### config.mk
export PLATFORM = sky130hd
export DESIGN_NAME = bist_tpg_ctrl
export DESIGN_NICKNAME = d
export VERILOG_FILES = /design/src/rtl/bist_tpg_ctrl.sv
export SDC_FILE = /design/constraint.sdc
export NUM_CORES = 1
export LEC_CHECK = 0
export BUFFER_PORTS_ARGS = -buffer_cell sky130_fd_sc_hd__buf_2
export CORE_ASPECT_RATIO = 1.25
export CORE_UTILIZATION = 30
export DETAILED_ROUTE_END_ITERATION = 16
export SLEW_MARGIN = 40
export SYNTH_ARGS = -nofsm -noshare
export SYNTH_HDL_FRONTEND = slang
export SYNTH_SLANG_ARGS = --single-unit
### constraint.sdc
create_clock -name clk -period 2.6 [get_ports clk]
set_input_delay 0.26 -clock clk [delete_from_list [all_inputs] [get_ports clk]]
set_output_delay 0.26 -clock clk [all_outputs]
set_load 0.01 [all_outputs]
### src/rtl/bist_tpg_ctrl.sv
// BIST test-pattern-generator controller: drives an x^9+x^5+1 LFSR pattern burst
// into the CUT, then waits for the signature compactor and grades its signature.
module bist_tpg_ctrl #(
    parameter int unsigned NPAT    = 7,
    parameter logic [8:0]  SEED    = 9'h001,
    parameter logic [3:0]  GOLDEN  = 4'h0,
    parameter logic [7:0]  TIMEOUT = 8'd32
) (
    input  logic       clk,
    input  logic       rst,
    input  logic       start,
    input  logic       enc,
    input  logic [3:0] sig,
    output logic [8:0] pattern,
    output logic       ens,
    output logic       busy,
    output logic       done,
    output logic       pass,
    output logic       timeout,
    output logic [3:0] pat_cnt
);

    // An all-zero seed would lock the LFSR, so it is replaced by 1.
    localparam logic [8:0] SEED_EFF = (SEED == 9'd0) ? 9'h001 : SEED;
    localparam logic [3:0] NPAT_L   = 4'(NPAT);
    localparam logic [7:0] TLAST    = (TIMEOUT == 8'd0) ? 8'd0 : TIMEOUT - 8'd1;

    typedef enum logic [1:0] {
        S_IDLE,
        S_RUN,
        S_WAIT,
        S_DONE
    } state_t;

    state_t     state;
    logic [8:0] lfsr;
    logic [7:0] tcnt;

    assign pattern = lfsr;

    // The LFSR register is the applied pattern; it freezes on the last vector
    // so WAIT and DONE keep presenting what the CUT last saw.
    always_ff @(posedge clk or negedge rst) begin
        if (!rst) begin
            state   <= S_IDLE;
            lfsr    <= 9'd0;
            tcnt    <= 8'd0;
            ens     <= 1'b0;
            busy    <= 1'b0;
            done    <= 1'b0;
            pass    <= 1'b0;
            timeout <= 1'b0;
            pat_cnt <= 4'd0;
        end else begin
            case (state)
                S_IDLE: begin
                    if (start) begin
                        state   <= S_RUN;
                        lfsr    <= SEED_EFF;
                        pat_cnt <= 4'd0;
                        tcnt    <= 8'd0;
                        ens     <= 1'b1;
                        busy    <= 1'b1;
                    end
                end
                S_RUN: begin
                    pat_cnt <= pat_cnt + 4'd1;
                    if (pat_cnt + 4'd1 == NPAT_L) begin
                        state <= S_WAIT;
                        tcnt  <= 8'd0;
                    end else begin
                        lfsr <= {lfsr[7:0], lfsr[8] ^ lfsr[4]};
                    end
                end
                S_WAIT: begin
                    // A completion flag on the last allowed cycle still counts as normal completion.
                    if (enc) begin
                        state   <= S_DONE;
                        pass    <= (sig == GOLDEN);
                        timeout <= 1'b0;
                        ens     <= 1'b0;
                        busy    <= 1'b0;
                        done    <= 1'b1;
                    end else if (tcnt >= TLAST) begin
                        state   <= S_DONE;
                        pass    <= 1'b0;
                        timeout <= 1'b1;
                        ens     <= 1'b0;
                        busy    <= 1'b0;
                        done    <= 1'b1;
                    end else begin
                        tcnt <= tcnt + 8'd1;
                    end
                end
                S_DONE: begin
                    if (!start) begin
                        state   <= S_IDLE;
                        done    <= 1'b0;
                        pass    <= 1'b0;
                        timeout <= 1'b0;
                        pat_cnt <= 4'd0;
                        lfsr    <= 9'd0;
                        tcnt    <= 8'd0;
                    end
                end
                default: state <= S_IDLE;
            endcase
        end
    end

endmodule

==> results.txt, run 1 <==
Status: complete, but fails checks
Failing checks: negative hold slack
Synth Flop Type: dfrtp_1
Vias in the first global route: 1108
Top Metal Used: met4
Post-synth ARST share: 100%
Total GRT Usage: 12.2%
Placed cell area: 1600 sq um
Clk_lat worst skew: 0.27 ns
Reg2reg start: pat_cnt[0]
Final Cycle Share: 82.1%
RSZ-0062 raised after global routing: no
Critical path launch point type: flip-flop
Post-cts sizing count: 0
RePlAce Congestion: 0.729
Slew at the pin closest to its max-slew limit: 0.744 ns
Flops & latches, synth: 27
Post-Route Setup TNS: 0 ns
Number of enable flip-flop cells after synthesis: 0
Std cell rows: 27
Worst Path Max Fanout: 13
Min-Delay Path Class: primary input to asynchronous set/reset pin
Number of synthesis warnings: 0
Post-CTS Hold Buffers: 0
Dpl hpwl: 2150 um
Reg2Reg Capture Point: tcnt[5]
Worst Path Arrival: 2.35 ns
Hold_ws: -0.0120 ns
Synth Area in Simple Gates: 15.9%
WL final: 2890 um
Initial Utilization: 31.7%
Worst r2r path cells: 7
Area delta synth->final: 16.0%
Reg power frac: 39.2%
Post-route setup slack: 0.464 ns
Compound-Gate Fraction of Synth Area: 20.5%
Die height: 79.0 um
Clk slew on worst S/H paths: 0.09 ns
CTS H-tree depth: 1
Place WS: 0.490 ns
CTS Buf Count: 3
Synth Area in XOR/XNOR: 0.616%
Drt wl/cell: 13.2 um
Post-placement cell count: 215
Fin cells: 219
Post-synthesis sequential area ratio: 47.5%
Layout net count: 178
F_max: 468 MHz
First-pass GRT wire length: 5000 um
Filler cells: 459
CTS tree: built
WL met1: 1340 um
Residual DRC: 0
Clk root buf: clkbuf_8
Met2 wire length: 1450 um
I/O pin total: 26
Die width: 63.6 um
CTS Sinks: 27
FF-to-FF setup slack: 0.46 ns
DR iter-0 viols: 42
Clock power frac: 15.9%
GR Overflow Total: 0
Tmin final: 2.14 ns
Antenna violations before repair: 0
# diodes: 0
Share of cells above drive strength 1: 21.1%
Main combinational cell family by area after synthesis: compound AO/OA/AOI/OAI gates
Multiplexer area fraction after synthesis: 3.69%
Final-report max-slew violation count: 0
Leak pwr: 0.804 nW
Core Region: 4490 sq um
Max-cap viol count: 0
ANT nets after route: 0
CTS max path bufs: 2
Final Setup Violations: 0
Full die area: 5020 sq um
Crit path from: pat_cnt[0]
DRT Pass-1 Iters: 4
CP Class: flip-flop to flip-flop
Cells after synthesis: 137
Post-synthesis average cell area: 10.4 sq um
Via count: 1136
Largest net degree at the start of global routing: 28
Final Hold Fails: 27
# Post-CTS Setup Buffers: 0
Met3 WL: 89 um
Internal power: 0.876 mW
Number of I/O port buffers: 25
Clock skew: 0.00226 ns
Switching pwr: 0.636 mW
Required time worst endpoint: 2.81 ns
Unique masters post-synth: 38
Post-Synth Adder-Cell Area: 7.04%
Fin area: 1650 sq um
Post-DR vias/cell: 5.19
Max-slew headroom: 50.4%
Critical Path Sink Type: flip-flop
Combinational share of power: 44.9%
Sw Share: 42.1%
Post-Synthesis Net Count: 153
Max VDD drop: 0.429 mV
Synth Cell Area: 1420 sq um
PD cells: 916 nW/um^2
==> stage by stage <==
| stage | util [%] | total power, mW |
|---|---|---|
| floorplan | - | 1.08 |
| global placement | 35.6 | 1.25 |
| detailed placement | 35.6 | 1.29 |
| CTS | 36.7 | 1.53 |
| global route | 36.7 | 1.64 |
| finish | 36.7 | 1.51 |
==> routing by layer <==
metal  global-route usage (%)  vias up
li1                         -      548
met1                     15.3      563
met4                     1.36        0
met2                     22.6       23
met3                     1.87        2
met5                        0        -
==> Yosys cell counts (all sizes together) (2+ instances only) <==
library cell / count / area [sq um]
o21a: 3 / 22.5
mux2i: 3 / 30.0
nor3: 2 / 10.0
nor4: 2 / 12.5
o311ai: 2 / 17.5
inv: 9 / 33.8
a21oi: 4 / 20.0
o221ai: 2 / 17.5
nand2b: 6 / 37.5
a22o: 11 / 96.3
o22ai: 3 / 18.8
ha: 8 / 100
o22a: 2 / 17.5
nand3: 9 / 45.0
mux2: 2 / 22.5
nand2: 14 / 52.6
o21ai: 5 / 25.0
buf: 3 / 18.8
dfrtp: 27 / 676
clkbuf: 4 / 15.0
nand4: 2 / 12.5
==> placed cells by master, fill, tap and decap left out, types with 2 or more instances in the layout <==
master | netlist | layout
o21a_1 | 3 | 3
o311ai_1 | 2 | 2
mux2_1 | 2 | 2
buf_4 | 2 | 2
nand4_1 | 2 | 2
mux2i_1 | 3 | 3
a22o_1 | 11 | 11
nand2_1 | 14 | 14
o22a_1 | 2 | 2
nor4_1 | 2 | 2
o221ai_1 | 2 | 2
nor3_1 | 2 | 2
dfrtp_1 | 27 | 27
o21ai_0 | 4 | 4
o22ai_1 | 3 | 3
buf_2 | 0 | 25
nand2b_1 | 6 | 6
nand3_1 | 9 | 9
a21oi_1 | 4 | 4
clkbuf_8 | 0 | 3
inv_1 | 8 | 8
ha_1 | 8 | 8
==> power groups by stage <==
stage / registers [mW] / clock network, mW / logic [mW]
floorplan: 0.613 / 0 / 0.463
global placement: 0.593 / 0 / 0.657
detailed placement: 0.603 / 0 / 0.683
CTS: 0.594 / 0.250 / 0.687
global route: 0.610 / 0.268 / 0.767
finish: 0.593 / 0.240 / 0.678
==> flip-flops by register name, summed over array words and instances, names as in the netlist <==
register,count
pass,1
done,1
pattern,9
timeout,1
state,2
pat_cnt,4
busy,1
tcnt,8
==> area by class of cell <==
| cell class | instances | area, sq um | share of cell area, % |
|---|---|---|---|
| Tap cell | 58 | 72.6 | 4.40 |
| Clock inverter | 1 | 7.51 | 0.455 |
| Inverter | 9 | 33.8 | 2.05 |
| Clock buffer | 3 | 41.3 | 2.50 |
| Sequential cell | 27 | 676 | 40.9 |
| Timing Repair Buffer | 27 | 140 | 8.49 |
| Multi-Input combinational cell | 94 | 679 | 41.2 |
==> how the worst max path moves through the flow <==
stage | endpoint | cells after the start
after CTS | tcnt[5] | 7
after floorplan | tcnt[3] | 6
after global routing | tcnt[5] | 7
final | tcnt[5] | 7
after detailed placement | tcnt[5] | 7
after global placement | tcnt[5] | 7
==> cells by family after synthesis <==
kind of cell,Yosys count
compound gates,38
xor+xnor,1
fa+ha+maj,8
buf+inv,16
flops,27
mux,5
simple gates,42
==> critical path, cell delays in order (launching register included) <==
cell,delay (ns)
dfrtp_1,0.47
ha_1,0.21
or3b_1,0.38
o311ai_1,0.10
nand3_1,0.20
buf_4,0.23
nor4_1,0.29
o22a_1,0.19
Power figures use the tool's default switching activity.
==> run 2, diff against run 1 <==
- clock period: 2.6 -> 1.79 ns (I/O delays scaled with it)
==> run 2 against run 1 <==
Net effect: the run ends with negative setup slack left; largest power group unchanged; clock power increased by 48%; flip-flop and latch count stayed put; maximum frequency increased by 11%; die area stayed put; worst hold slack gained 0.31 ns; power increased by 87%; critical path depth fell by 2; first-iteration DRC count shrank 19%; non-clock buffer count up 25; clock-buffer cell count stayed put; final cell count increased by 11%.
==> results.txt, run 2 (same netlist as run 1, synthesis figures left out) <==
Min-Delay Path Class: primary input to flip-flop (was primary input to asynchronous set/reset pin)
WL final: 3350 um (was 2890 um)
RSZ-0062 raised after global routing: yes (was no)
Worst r2r path cells: 5 (was 7)
Clk_lat worst skew: 0.27 ns (about the same)
Final-report max-slew violation count: 0 (unchanged)
Area of the multi-input gates: 797 sq um (was 679 sq um)
Min-delay src: sig[2]
Final Cycle Share: 107% (was 82.1%)
Std cell rows: 27 (unchanged)
Critical Path Sink Type: flip-flop (unchanged)
Combinational share of power: 57.2% (was 44.9%)
Reg power frac: 30.3% (was 39.2%)
Placed cell area: 1770 sq um (was 1600 sq um)
PD cells: 1420 nW/um^2 (was 916 nW/um^2)
F_max: 521 MHz (was 468 MHz)
Die height: 79.0 um (unchanged)
RePlAce Congestion: 0.808 (was 0.729)
Sw Share: 39.9% (was 42.1%)
Most frequent cells in the layout: 25 x buf_2, 24 x dfrtp_1, 20 x buf_4 (was 27 x dfrtp_1, 25 x buf_2, 14 x nand2_1)
Die width: 63.6 um (unchanged)
CTS Buf Count: 3 (unchanged)
Final Setup Violations: 4 (was 0)
FF-to-FF setup slack: -0.13 ns (was 0.46 ns)
Vias in the first global route: 1248 (was 1108)
Required time worst endpoint: 2.00 ns (was 2.81 ns)
ANT nets after route: 0 (unchanged)
Number of I/O port buffers: 25 (unchanged)
Clock power frac: 12.6% (was 15.9%)
Core Region: 4490 sq um (unchanged)
Filler cells: 436 (was 459)
First-pass GRT wire length: 5460 um (was 5000 um)
Register area: 679 sq um (was 676 sq um)
Post-route setup slack: -0.128 ns (was 0.464 ns)
CTS tree: built (unchanged)
Switching pwr: 1.13 mW (was 0.636 mW)
Share of cells above drive strength 1: 42.5% (was 21.1%)
Total GRT Usage: 13.3% (was 12.2%)
WHS Path Cells: 5
Residual DRC: 0 (unchanged)
# diodes: 0 (unchanged)
Final Hold Fails: 0 (was 27)
Largest net degree at the start of global routing: 28 (unchanged)
Fin cells: 244 (was 219)
Tmin final: 1.92 ns (was 2.14 ns)
Antenna violations before repair: 0 (unchanged)
Clk root buf: clkbuf_8 (unchanged)
CTS max path bufs: 2 (unchanged)
Leak pwr: 0.955 nW (was 0.804 nW)
CP Class: flip-flop to flip-flop (unchanged)
Full die area: 5020 sq um (unchanged)
Fin area: 1990 sq um (was 1650 sq um)
CTS Sinks: 27 (unchanged)
Clk slew on worst S/H paths: 0.10 ns (was 0.09 ns)
Reg2Reg Capture Point: tcnt[3] (was tcnt[5])
Max reg flops: 9 (unchanged)
Via count: 1258 (was 1136)
Failing checks: negative setup slack (was negative hold slack)
Max-cap viol count: 0 (unchanged)
Worst Path Arrival: 2.13 ns (was 2.35 ns)
Post-placement cell count: 234 (was 215)
Worst Path Max Fanout: 2 (was 13)
Post-DR vias/cell: 5.16 (was 5.19)
DRT Pass-1 Iters: 4 (unchanged)
Drt wl/cell: 13.7 um (was 13.2 um)
DR iter-0 viols: 34 (was 42)
GR Overflow Total: 0 (unchanged)
Layout net count: 203 (was 178)
Reg2reg start: tcnt[5] (was pat_cnt[0])
CTS H-tree depth: 1 (unchanged)
Initial Utilization: 31.7% (unchanged)
Max VDD drop: 0.696 mV (was 0.429 mV)
Slew at the pin closest to its max-slew limit: 0.618 ns (was 0.744 ns)
Dpl hpwl: 2330 um (was 2150 um)
Area delta synth->final: 39.7% (was 16.0%)
Status: complete, but fails checks (unchanged)
Critical path launch point type: flip-flop (unchanged)
Max-slew headroom: 58.8% (was 50.4%)
Internal power: 1.70 mW (was 0.876 mW)
I/O pin total: 26 (unchanged)
Clock skew: 0.00475 ns (was 0.00226 ns)
Worst Hold End: pass
Commonest non-fill, non-tap cell in the layout: buf_2 (was dfrtp_1)
-- run 2: area by class of cell --
| class | instances | area share [%] |
|---|---|---|
| timing repair buffer | 52 | 17.8 |
| multi-input combinational | 94 | 40.1 |
| sequential | 27 | 34.2 |
| inverter | 9 | 1.83 |
| clock inverter | 1 | 0.378 |
| clock buffer | 3 | 2.08 |
| tap | 58 | 3.65 |
-- run 2: worst max-delay path by stage --
stage                     startpoint  endpoint  slack (ns)  cells after the start
after floorplan           pat_cnt[1]   tcnt[3]       -0.07                      6
after global routing         tcnt[5]   tcnt[3]       -0.17                      5
final                        tcnt[5]   tcnt[3]       -0.13                      5
after detailed placement  pat_cnt[1]  state[1]       -0.17                      6
after CTS                    tcnt[5]   tcnt[3]       -0.11                      5
after global placement       tcnt[5]   tcnt[5]        -0.1                      6
-- run 2: worst max-delay path: stages, from the launching register on --
cell     delay [ns]
dfrtp_1        0.39
or4_4          0.54
a41oi_2        0.22
nand4_1        0.14
or4b_1         0.49
nand3_1        0.08
-- run 2: stage by stage --
| stage | util (%) | hold slack (ns) | total power [mW] | setup TNS (ns) | setup WS [ns] |
|---|---|---|---|---|---|
| final | 44.2 | 0.301 | 2.83 | -0.232 | -0.128 |
| after global routing | 44.2 | 0.313 | 3.06 | -0.690 | -0.173 |
| after CTS | 42.2 | 0.298 | 2.66 | -0.260 | -0.111 |
| after detailed placement | 39.3 | 0.235 | 2.21 | -1.57 | -0.168 |
| after global placement | 39.3 | 0.218 | 2.16 | -1.00 | -0.0980 |
| after floorplan | - | -0.117 | 1.59 | -0.134 | -0.0697 |
-- run 2: power groups by stage --
stage / Clock [mW] / Sequential (mW) / Combinational (mW)
2_1_floorplan: 0 / 0.901 / 0.689
4_1_cts: 0.369 / 0.853 / 1.44
3_3_place_gp: 0 / 0.853 / 1.30
3_5_place_dp: 0 / 0.861 / 1.35
6_report: 0.355 / 0.855 / 1.62
5_1_grt: 0.399 / 0.879 / 1.78
-- run 2: per-layer routing --
metal	global-route usage, %	vias to the layer above	share of wire, %
li1	-	603	-
met4	2.50	0	0.45
met2	23.1	27	52
met5	0	-	0
met1	17.4	626	44
met3	2.16	2	3.6
-- run 2: timing repair --
item | 4_1_cts | 5_1_grt
setup buffers | 4 | 1
endpoints found under the hold margin | 27 | 0
setup endpoints to repair | 16 | 20
hold buffers | 1 | 0
resized for setup | 9 | 18
pin swaps | 3 | 6
